==> config.mk <==
export PLATFORM = sky130hd
export DESIGN_NAME = regfile_access_arbiter_flat
export DESIGN_NICKNAME = d
export VERILOG_FILES = /design/src/rtl/regfile_access_arbiter_if.sv /design/src/rtl/regfile_access_arbiter.sv /design/src/flat_wrapper.sv
export SDC_FILE = /design/constraint.sdc
export NUM_CORES = 1
export LEC_CHECK = 0
export ABC_AREA = 1
export ABC_CLOCK_PERIOD_IN_PS = 3300
export CORE_MARGIN = 4
export CORE_UTILIZATION = 35
export DETAILED_ROUTE_END_ITERATION = 10
export MAX_ROUTING_LAYER = met4
export PLACE_DENSITY = 0.79
export SETUP_SLACK_MARGIN = 0.02
export SLEW_MARGIN = 20
export SYNTH_ARGS = -nofsm -noshare
export SYNTH_HDL_FRONTEND = slang
export SYNTH_SLANG_ARGS = --single-unit
export TNS_END_PERCENT = 1
==> constraint.sdc <==
create_clock -name clk -period 3.3 [get_ports clk]
set_input_delay 0.825 -clock clk [delete_from_list [all_inputs] [get_ports clk]]
set_output_delay 0.825 -clock clk [all_outputs]
set_load 0.02 [all_outputs]
==> src/rtl/regfile_access_arbiter_if.sv <==
// rtl/regfile_access_arbiter_if.sv - requester, clear-control and register-file port bundle for regfile_access_arbiter
interface regfile_access_arbiter_if #(
  parameter int NUM_REQ = 4,
  parameter int DATA_W  = 16,
  parameter int ADDR_W  = 4
);
  logic [NUM_REQ-1:0]        req;
  logic [NUM_REQ-1:0]        req_we;
  logic [NUM_REQ*ADDR_W-1:0] req_addr;
  logic [NUM_REQ*DATA_W-1:0] req_wdata;
  logic [NUM_REQ-1:0]        gnt;
  logic [NUM_REQ-1:0]        rsp_valid;
  logic [DATA_W-1:0]         rsp_data;
  logic                      clr_start;
  logic                      busy;
  logic                      rf_we;
  logic [ADDR_W-1:0]         rf_waddr;
  logic [DATA_W-1:0]         rf_wdata;
  logic [ADDR_W-1:0]         rf_raddr;
  logic [DATA_W-1:0]         rf_rdata;

  modport master (
    output req, req_we, req_addr, req_wdata, clr_start, rf_rdata,
    input  gnt, rsp_valid, rsp_data, busy, rf_we, rf_waddr, rf_wdata, rf_raddr
  );

  modport slave (
    input  req, req_we, req_addr, req_wdata, clr_start, rf_rdata,
    output gnt, rsp_valid, rsp_data, busy, rf_we, rf_waddr, rf_wdata, rf_raddr
  );
endinterface

==> src/rtl/regfile_access_arbiter.sv <==
// rtl/regfile_access_arbiter.sv - round-robin arbiter sharing one register file, with zero-fill clear sequencer
// Define RFARB_FIXED_PRIORITY_EN for a fixed-priority (lowest index wins) arbiter instead of round-robin.
module regfile_access_arbiter #(
  parameter int NUM_REQ = 4,
  parameter int DATA_W  = 16,
  parameter int ADDR_W  = 4
) (
  input logic                     clk,
  input logic                     reset,
  regfile_access_arbiter_if.slave bus
);
  localparam int DEPTH = 2 ** ADDR_W;
  localparam int PTR_W = $clog2(NUM_REQ);

  typedef enum logic {CLEAR, RUN} state_t;

  state_t              state;
  logic [ADDR_W-1:0]   clr_cnt;
  logic [NUM_REQ-1:0]  rsp_valid_q;
  logic [DATA_W-1:0]   rsp_data_q;
  logic [NUM_REQ-1:0]  gnt;
  logic [PTR_W-1:0]    gnt_idx;
  logic                gnt_any;
  logic                sel_we;
  logic [ADDR_W-1:0]   sel_addr;
  logic [DATA_W-1:0]   sel_wdata;

`ifdef RFARB_FIXED_PRIORITY_EN
  always_comb begin
    gnt     = '0;
    gnt_idx = '0;
    gnt_any = 1'b0;
    if (state == RUN && !bus.clr_start) begin
      // Descending scan so the lowest requesting index is the last to overwrite.
      for (int i = NUM_REQ - 1; i >= 0; i--) begin
        if (bus.req[PTR_W'(i)]) begin
          gnt_any = 1'b1;
          gnt_idx = PTR_W'(i);
        end
      end
    end
    if (gnt_any) gnt[gnt_idx] = 1'b1;
  end
`else
  logic [PTR_W-1:0] rr_ptr;

  always_comb begin
    logic [PTR_W-1:0] idx;
    idx     = '0;
    gnt     = '0;
    gnt_idx = '0;
    gnt_any = 1'b0;
    if (state == RUN && !bus.clr_start) begin
      for (int o = 1; o <= NUM_REQ; o++) begin
        idx = PTR_W'((int'(rr_ptr) + o) % NUM_REQ);
        if (!gnt_any && bus.req[idx]) begin
          gnt_any = 1'b1;
          gnt_idx = idx;
        end
      end
    end
    if (gnt_any) gnt[gnt_idx] = 1'b1;
  end
`endif

  assign sel_we    = bus.req_we[gnt_idx];
  assign sel_addr  = bus.req_addr[int'(gnt_idx)*ADDR_W +: ADDR_W];
  assign sel_wdata = bus.req_wdata[int'(gnt_idx)*DATA_W +: DATA_W];

  always_comb begin
    bus.gnt      = gnt;
    bus.rf_we    = 1'b0;
    bus.rf_waddr = '0;
    bus.rf_wdata = '0;
    bus.rf_raddr = '0;
    if (state == CLEAR) begin
      bus.rf_we    = 1'b1;
      bus.rf_waddr = clr_cnt;
    end else if (gnt_any) begin
      if (sel_we) begin
        bus.rf_we    = 1'b1;
        bus.rf_waddr = sel_addr;
        bus.rf_wdata = sel_wdata;
      end else begin
        bus.rf_raddr = sel_addr;
      end
    end
  end

  assign bus.busy      = (state == CLEAR);
  assign bus.rsp_valid = rsp_valid_q;
  assign bus.rsp_data  = rsp_data_q;

  always_ff @(posedge clk or posedge reset) begin
    if (reset) begin
      state       <= CLEAR;
      clr_cnt     <= '0;
      rsp_valid_q <= '0;
      rsp_data_q  <= '0;
`ifndef RFARB_FIXED_PRIORITY_EN
      rr_ptr      <= PTR_W'(NUM_REQ - 1);
`endif
    end else begin
      rsp_valid_q <= gnt & ~bus.req_we;
      if (gnt_any && !sel_we) rsp_data_q <= bus.rf_rdata;
`ifndef RFARB_FIXED_PRIORITY_EN
      if (gnt_any) rr_ptr <= gnt_idx;
`endif
      case (state)
        CLEAR: begin
          clr_cnt <= clr_cnt + ADDR_W'(1);
          if (clr_cnt == ADDR_W'(DEPTH - 1)) state <= RUN;
        end
        RUN: begin
          if (bus.clr_start) begin
            state   <= CLEAR;
            clr_cnt <= '0;
          end
        end
        default: state <= CLEAR;
      endcase
    end
  end
endmodule

==> src/flat_wrapper.sv <==
// flat-port wrapper written by rule: the top's interface ports become plain ports
module regfile_access_arbiter_flat 
#(
  parameter int NUM_REQ = 4,
  parameter int DATA_W  = 16,
  parameter int ADDR_W  = 4
)
  (clk, reset, bus_req, bus_req_we, bus_req_addr, bus_req_wdata, bus_clr_start, bus_rf_rdata, bus_gnt, bus_rsp_valid, bus_rsp_data, bus_busy, bus_rf_we, bus_rf_waddr, bus_rf_wdata, bus_rf_raddr);
  regfile_access_arbiter_if #(.NUM_REQ(NUM_REQ), .DATA_W(DATA_W), .ADDR_W(ADDR_W)) bus_i ();
  input logic clk;
  input logic reset;
  input wire logic [$bits(bus_i.req)-1:0] bus_req;
  input wire logic [$bits(bus_i.req_we)-1:0] bus_req_we;
  input wire logic [$bits(bus_i.req_addr)-1:0] bus_req_addr;
  input wire logic [$bits(bus_i.req_wdata)-1:0] bus_req_wdata;
  input wire logic [$bits(bus_i.clr_start)-1:0] bus_clr_start;
  input wire logic [$bits(bus_i.rf_rdata)-1:0] bus_rf_rdata;
  output wire logic [$bits(bus_i.gnt)-1:0] bus_gnt;
  output wire logic [$bits(bus_i.rsp_valid)-1:0] bus_rsp_valid;
  output wire logic [$bits(bus_i.rsp_data)-1:0] bus_rsp_data;
  output wire logic [$bits(bus_i.busy)-1:0] bus_busy;
  output wire logic [$bits(bus_i.rf_we)-1:0] bus_rf_we;
  output wire logic [$bits(bus_i.rf_waddr)-1:0] bus_rf_waddr;
  output wire logic [$bits(bus_i.rf_wdata)-1:0] bus_rf_wdata;
  output wire logic [$bits(bus_i.rf_raddr)-1:0] bus_rf_raddr;
  assign bus_i.req = bus_req;
  assign bus_i.req_we = bus_req_we;
  assign bus_i.req_addr = bus_req_addr;
  assign bus_i.req_wdata = bus_req_wdata;
  assign bus_i.clr_start = bus_clr_start;
  assign bus_i.rf_rdata = bus_rf_rdata;
  assign bus_gnt = bus_i.gnt;
  assign bus_rsp_valid = bus_i.rsp_valid;
  assign bus_rsp_data = bus_i.rsp_data;
  assign bus_busy = bus_i.busy;
  assign bus_rf_we = bus_i.rf_we;
  assign bus_rf_waddr = bus_i.rf_waddr;
  assign bus_rf_wdata = bus_i.rf_wdata;
  assign bus_rf_raddr = bus_i.rf_raddr;
  regfile_access_arbiter #(.NUM_REQ(NUM_REQ), .DATA_W(DATA_W), .ADDR_W(ADDR_W)) u_core (.clk(clk), .reset(reset), .bus(bus_i));
endmodule
# --- Word level (Yosys, flattened, before mapping) ---
# Cells that the tools add are included.
classes:
  n_shift: 2
  eq_ne: 2
  n_bitwise: 3
  order_cmp: 6
  muxes: 43
  reduce_logical: 11
  add_sub_neg: 5
op_table:
  columns: ["operator", "n"]
  rows:
  - ["$shiftx 64x7->16", 1]
  - ["$mux 16", 3]
  - ["$mux 4", 8]
  - ["$mux 1", 19]
  - ["$shiftx 16x5->4", 1]
  - ["$lt 2x3->1 const B", 5]
  - ["$bmux 1 s2", 5]
  - ["$mux 2", 5]
  - ["$pmux 4 s2", 1]
  - ["$logic_and 1x1->1", 6]
  - ["$logic_not 1->1", 5]
  - ["$add 2x1->2 const B", 2]
  - ["$add 2x2->2 const B", 2]
  - ["$add 4x1->4 const B", 1]
  - ["$and 4x4->4", 1]
  - ["$eq 4x4->1 const B", 1]
  - ["$not 4->4", 1]
  - ["$demux 1 s2", 1]
  - ["$ge 2x1->1 const B", 1]
  - ["$ne 2x2->1 const B", 1]
  - ["$pmux 1 s2", 1]
  - ["$not 1->1", 1]
word_totals:
  register_bits: 27
  out_inout_bits: 50
  word_cells: 77
  input_bits: 107

# --- Longest topological paths before layout ---
depth:
  word_depth: 23
  ltp_mapped: 19
  mapped_depth_nobuf: 17

# --- Worst setup path after synthesis ---
# No wires, ideal clock.
synth_path:
  path_type: "input to output"
  startpoint: "input port bus_req[3]"
  endpoint: "output port bus_rf_waddr[0]"
  t_required_ns: 2.475
  path_buffers: 1
  slack_ns: 0.082
  stages: 14
  arrival_ns: 2.393
  path_cell_list: "inv_1 -> nand2_1 -> nand3_1 -> nand2_1 -> nor2_4 -> nand3_2 -> nand3_4 -> nand3_4 -> buf_6 -> nand2_1 -> o21ai_0 -> nand2_1 -> nand2_1 -> o21ai_0"
synth_between:
  elab_chain_cells: 21
  elab_cells_between_ends: 33
  cone_classes: "shift (1); mux (26); reduce/logical (6)"
synth_lines:
  columns: ["element", "line", "source"]
  rows:
  - ["start: declaration", "flat_wrapper.sv:12", "input wire logic [$bits(bus_i.req)-1:0] bus_req;"]
  - ["branches (longest 19 deep; another with $bmux 1 s2)", null, null]
  - ["$mux 4 (*)", "regfile_access_arbiter.sv:79", "end else if (gnt_any) begin"]
  - ["$mux 4 (*)", "regfile_access_arbiter.sv:76", "if (state == CLEAR) begin"]
  - ["end: declaration", "flat_wrapper.sv:23", "output wire logic [$bits(bus_i.rf_waddr)-1:0] bus_rf_waddr;"]
# Every way passes the cells marked *. The select of a mux whose other input is x is not followed.

# --- Final worst setup path ---
layout_path:
  startpoint: "input port bus_req[2]"
  endpoint: "output port bus_rf_wdata[3]"
layout_between:
  elab_chain_cells: 21
  elab_cells_between_ends: 33
  cone_classes: "shift (1); mux (26); reduce/logical (6)"
layout_lines:
  columns: ["element", "line", "source"]
  rows:
  - ["branches (longest 19 deep; another with $bmux 1 s2)", null, null]
  - ["$mux 16 (*)", "regfile_access_arbiter.sv:79", null]
  - ["$mux 16 (*)", "regfile_access_arbiter.sv:76", null]
  - ["end: declaration", "flat_wrapper.sv:24", "output wire logic [$bits(bus_i.rf_wdata)-1:0] bus_rf_wdata;"]
# Marks and branches as above.

==> metrics.md <==
| Metric | Value |
|---|---|
| FF-to-FF End | u_core.bus.rsp_data[4] |
| Lkg Pwr | about 0.0023 µW |
| Critical path class | in -> out |
| Setup crit start | bus_req[2] |
| Total number of vias | ~3,100 |
| Max cap viols | 0 |
| Net Sw Power | roughly 1500 µW |
| TritonCTS clock tree | yes |
| Tightest Pin Transition | 0.957 ns |
| Critical Path RT | roughly 2.5 ns |
| Crit path time final | about 3.7 ns |
| Crit Path Max Fanout | 5 |
| Clock root buffer | clkbuf_8 |
| Layout Nets | 681 |
| Pwr Density | 677 nW/µm² |
| CP max stage cell | nor2_1 |
| Syn_nets | 488 |
| Synth top area share | roughly 29% |
| Register area share after synthesis | between 20 and 30% |
| Combinational power share | about 75% |
| Hold Startpoint | u_core.bus.rsp_data[5] |
| Clk pin slew, worst setup/hold paths | about 0.09 ns |
| Final WS setup | -0.383 ns |
| Register bit total from synthesis | 27 |
| Die H | about 90 µm |
| CTS H-Tree Depth | 1 |
| # DRC | 0 |
| Post-Syn Instances | 380 |
| GRT Total Usage | a little over a fifth |
| Area Growth Syn to Fin | 98.4% |
| Clock tree buffer depth | 2 |
| Clk_skew | about 0.0028 ns |
| Leading cell types by total area after synthesis | nand2_1 29%, dfrtp_1 26%, nor2_1 6.4% |
| Post-synth top cells | 181 x nand2_1, 40 x nor2_1, 28 x inv_1, 25 x dfrtp_1, 25 x nand3_1 |
| Number of synthesized flops with an enable pin | 0 |
| Worst-path cell chain | clkdlybuf4s15_2 -> inv_1 -> nand2_2 -> nand3_2 -> nand2_4 -> nor2_4 -> buf_6 -> nand2_2 -> nand3_4 -> buf_12 -> nand2_4 -> nor2_4 -> buf_12 -> buf_12 -> buf_16 -> nand2_1 -> nand2_1 -> nor2_1 -> nor2_4 -> buf_6 |
| P_int | around 1700 µW |
| Number of clock sinks | 27 |
| Gr ovfl total | 0 |
| Worst reg-to-reg setup slack | ~0.64 ns |
| Clock Power Share | about 5.8% |
| CP peak stage delay | between 0.2 and 0.25 ns |
| Port Buffers | between 150 and 200 |
| Worst Hold Depth | 2 |
| Fillers | about 500 |
| Final setup viols | 25 |
| Pin count of the biggest net entering global routing | 28 |
| Synthesized area | ~2400 µm² |
| Total die area | 8120 µm² |
| Multi-input gate area | around 1700 µm² |
| Final-report hold violation count | 0 |
| Die Wd | 90.1 µm |
| Peak VDD IR | approximately 640 µV |
| DRT iter0 DRCs | approximately 120 |
| FF/Latch Area | slightly below 700 µm² |
| Top-count cell post-synth | nand2_1 |
| Antenna cells | 0 |
| Gpl congestion | just over 0.8 |
| Synth async-reset ratio | 100% |
| Yosys warns | 0 |
| Reg2Reg Depth | 18 |
| Post-layout util | 72.5% |
| Synth Flop Type | dfrtp_1 |
| Crit path DAT | between 2 and 3 ns |
| Unique masters post-synth | 30 |
| Post-detailed-route count of antenna-violating nets | 0 |
| Sequential share of power | a little under a fifth |
| Layout Cells excl Fill | between 600 and 700 |
| Worst setup SP type | primary input |
| Worst skew pair latency | between 0.2 and 0.3 ns |
| Drt total wl | roughly 9300 µm |
| Failing checks | negative setup slack |
| RSZ-0062 raised after global routing | yes |
| IO Pins | between 150 and 200 |
| Vias/cell | approximately 4.8 |
| Site row count | 29 |
| Outcome | complete, but fails checks |
| Max Fclk | 0.272 GHz |
| Post-DP HPWL | approximately 6700 µm |
| R2r startpoint | u_core.rr_ptr[0] |
| Tcrit/Tclk final | 112% |
| Placed insts | between 600 and 700 |
| Final Power | 3170 µW |
| Drt first pass iters | 4 |
| Vias in the first global route | a little over 3,000 |
| CORE AREA | between 6000 and 7000 µm² |
| Slew HR | ~36% |
| Worst Setup EP | bus_rf_wdata[3] |
| Initial antenna violation count | 0 |
| Syn avg cell area | slightly above 6 µm² |
| First-pass GRT wire length | approximately 14,000 µm |
| Max Slew Vio Count | 0 |
| Switching Share | 46.8% |
| Hold WC Path Type | reg -> reg |
| Largest area contributor in the netlist | nand2_1 |
| Routed WL per cell | approximately 14 µm |
| Share of layout cells above drive strength 1 | between 30% and 40% |
| Critical Path End Type | output port |
| Num CTS Buffers | 3 |
| Starting Density | 36.6% |
## placed cells by master, fill, tap and decap left out, types with 2 or more instances in the layout
master           synthesis  final
buf_4                    1     40
o21ai_0                  7      6
buf_12                   1      6
nand2_1                181    163
clkbuf_8                 0      3
clkdlybuf4s50_1          0    123
buf_16                   0      3
buf_2                    6      3
nand3_2                  3      6
nand3_4                  3      5
nor2_4                   3     13
nor2b_4                  3      3
buf_6                    6     25
nor2_2                   0     16
nor3_1                   3      3
nand2_2                 19     31
dfrtp_1                 25     25
inv_1                   28     28
nand3_1                 25     20
nor2_1                  40     14
nand2_4                  4     10
nand4_1                  4      4
nand3b_1                 4      4
inv_2                    3      2
dfstp_2                  2      2
## final cells by class
class / instances / share of cell area [%]
clock buffer: 4 / 0.962
inverter: 34 / 3.31
sequential: 27 / 14.5
timing repair buffer: 203 / 43.9
multi-input combinational: 304 / 35.3
tap: 77 / 2.06
## worst min-delay path by stage
| stage | endpoint | slack, ns |
|---|---|---|
| 5_1_grt | u_core.bus.rsp_data[2] | 0.50 |
| 3_5_place_dp | u_core.bus.rsp_data[5] | 0.46 |
| 2_1_floorplan | u_core.clr_cnt[1] | 0.49 |
| 3_3_place_gp | u_core.bus.rsp_data[8] | 0.46 |
| 6_report | u_core.bus.rsp_data[5] | 0.48 |
| 4_1_cts | u_core.bus.rsp_data[5] | 0.48 |
## critical path: cells and delay by family
| kind | cells | cell delay [ns] |
|---|---|---|
| buffers and inverters | 8 | 1.00 |
| AND/OR/NAND/NOR | 12 | 1.02 |
## per-stage QoR
stage               setup TNS (ns)  worst slack, ns  area, µm²  hold WS, ns
detailed placement          -25.36            -1.01       4180        0.459
floorplan                        0           0.0819       2360        0.489
CTS                          -4.64           -0.226       4530        0.479
global placement            -23.37           -0.887       4180        0.456
finish                       -6.37           -0.383       4680        0.480
global route                 -9.63           -0.447       4680        0.502
## power groups by stage
stage                     Sequential, µW  Combinational [µW]  Clock (µW)
after floorplan                      715                 995           0
after global placement               610                1870           0
after detailed placement             609                1930           0
after CTS                            607                2190         186
after global routing                 628                2560         196
final                                610                2380         183
## cell families after synthesis
kind of cell | synth area share (%)
flops | 28.7
fa+ha+maj | 0.530
simple gates | 57.3
buf+inv | 11.2
compound gates | 2.17
## timing repair
item | in CTS | in global routing
pin swaps | 23 | 13
hold buffers | 0 | 0
gates resized for setup | 216 | 42
endpoints found under the setup margin | 29 | 29
cloned | 3 | 0
buffers inserted | 10 | 3
hold endpoints to repair | 0 | 0
## flip-flops by register name (all words and copies together) (netlist names)
register and cells:
u_core.rr_ptr 2, u_core.bus.rsp_data 16, u_core.state 1, u_core.clr_cnt 4, u_core.bus.rsp_valid 4
## routing by layer
metal | up-vias | track usage, % | wire (µm) | part of all wire [%]
met5 | - | - | 0 | 0
met4 | 0 | 5.23 | 191 | 2.0
met3 | 18 | 4.59 | 782 | 8.4
met2 | 161 | 40.4 | 4770 | 51
met1 | 1384 | 23.8 | 3590 | 38
li1 | 1537 | - | - | -
Note: power is estimated with default switching activity, not from simulation.
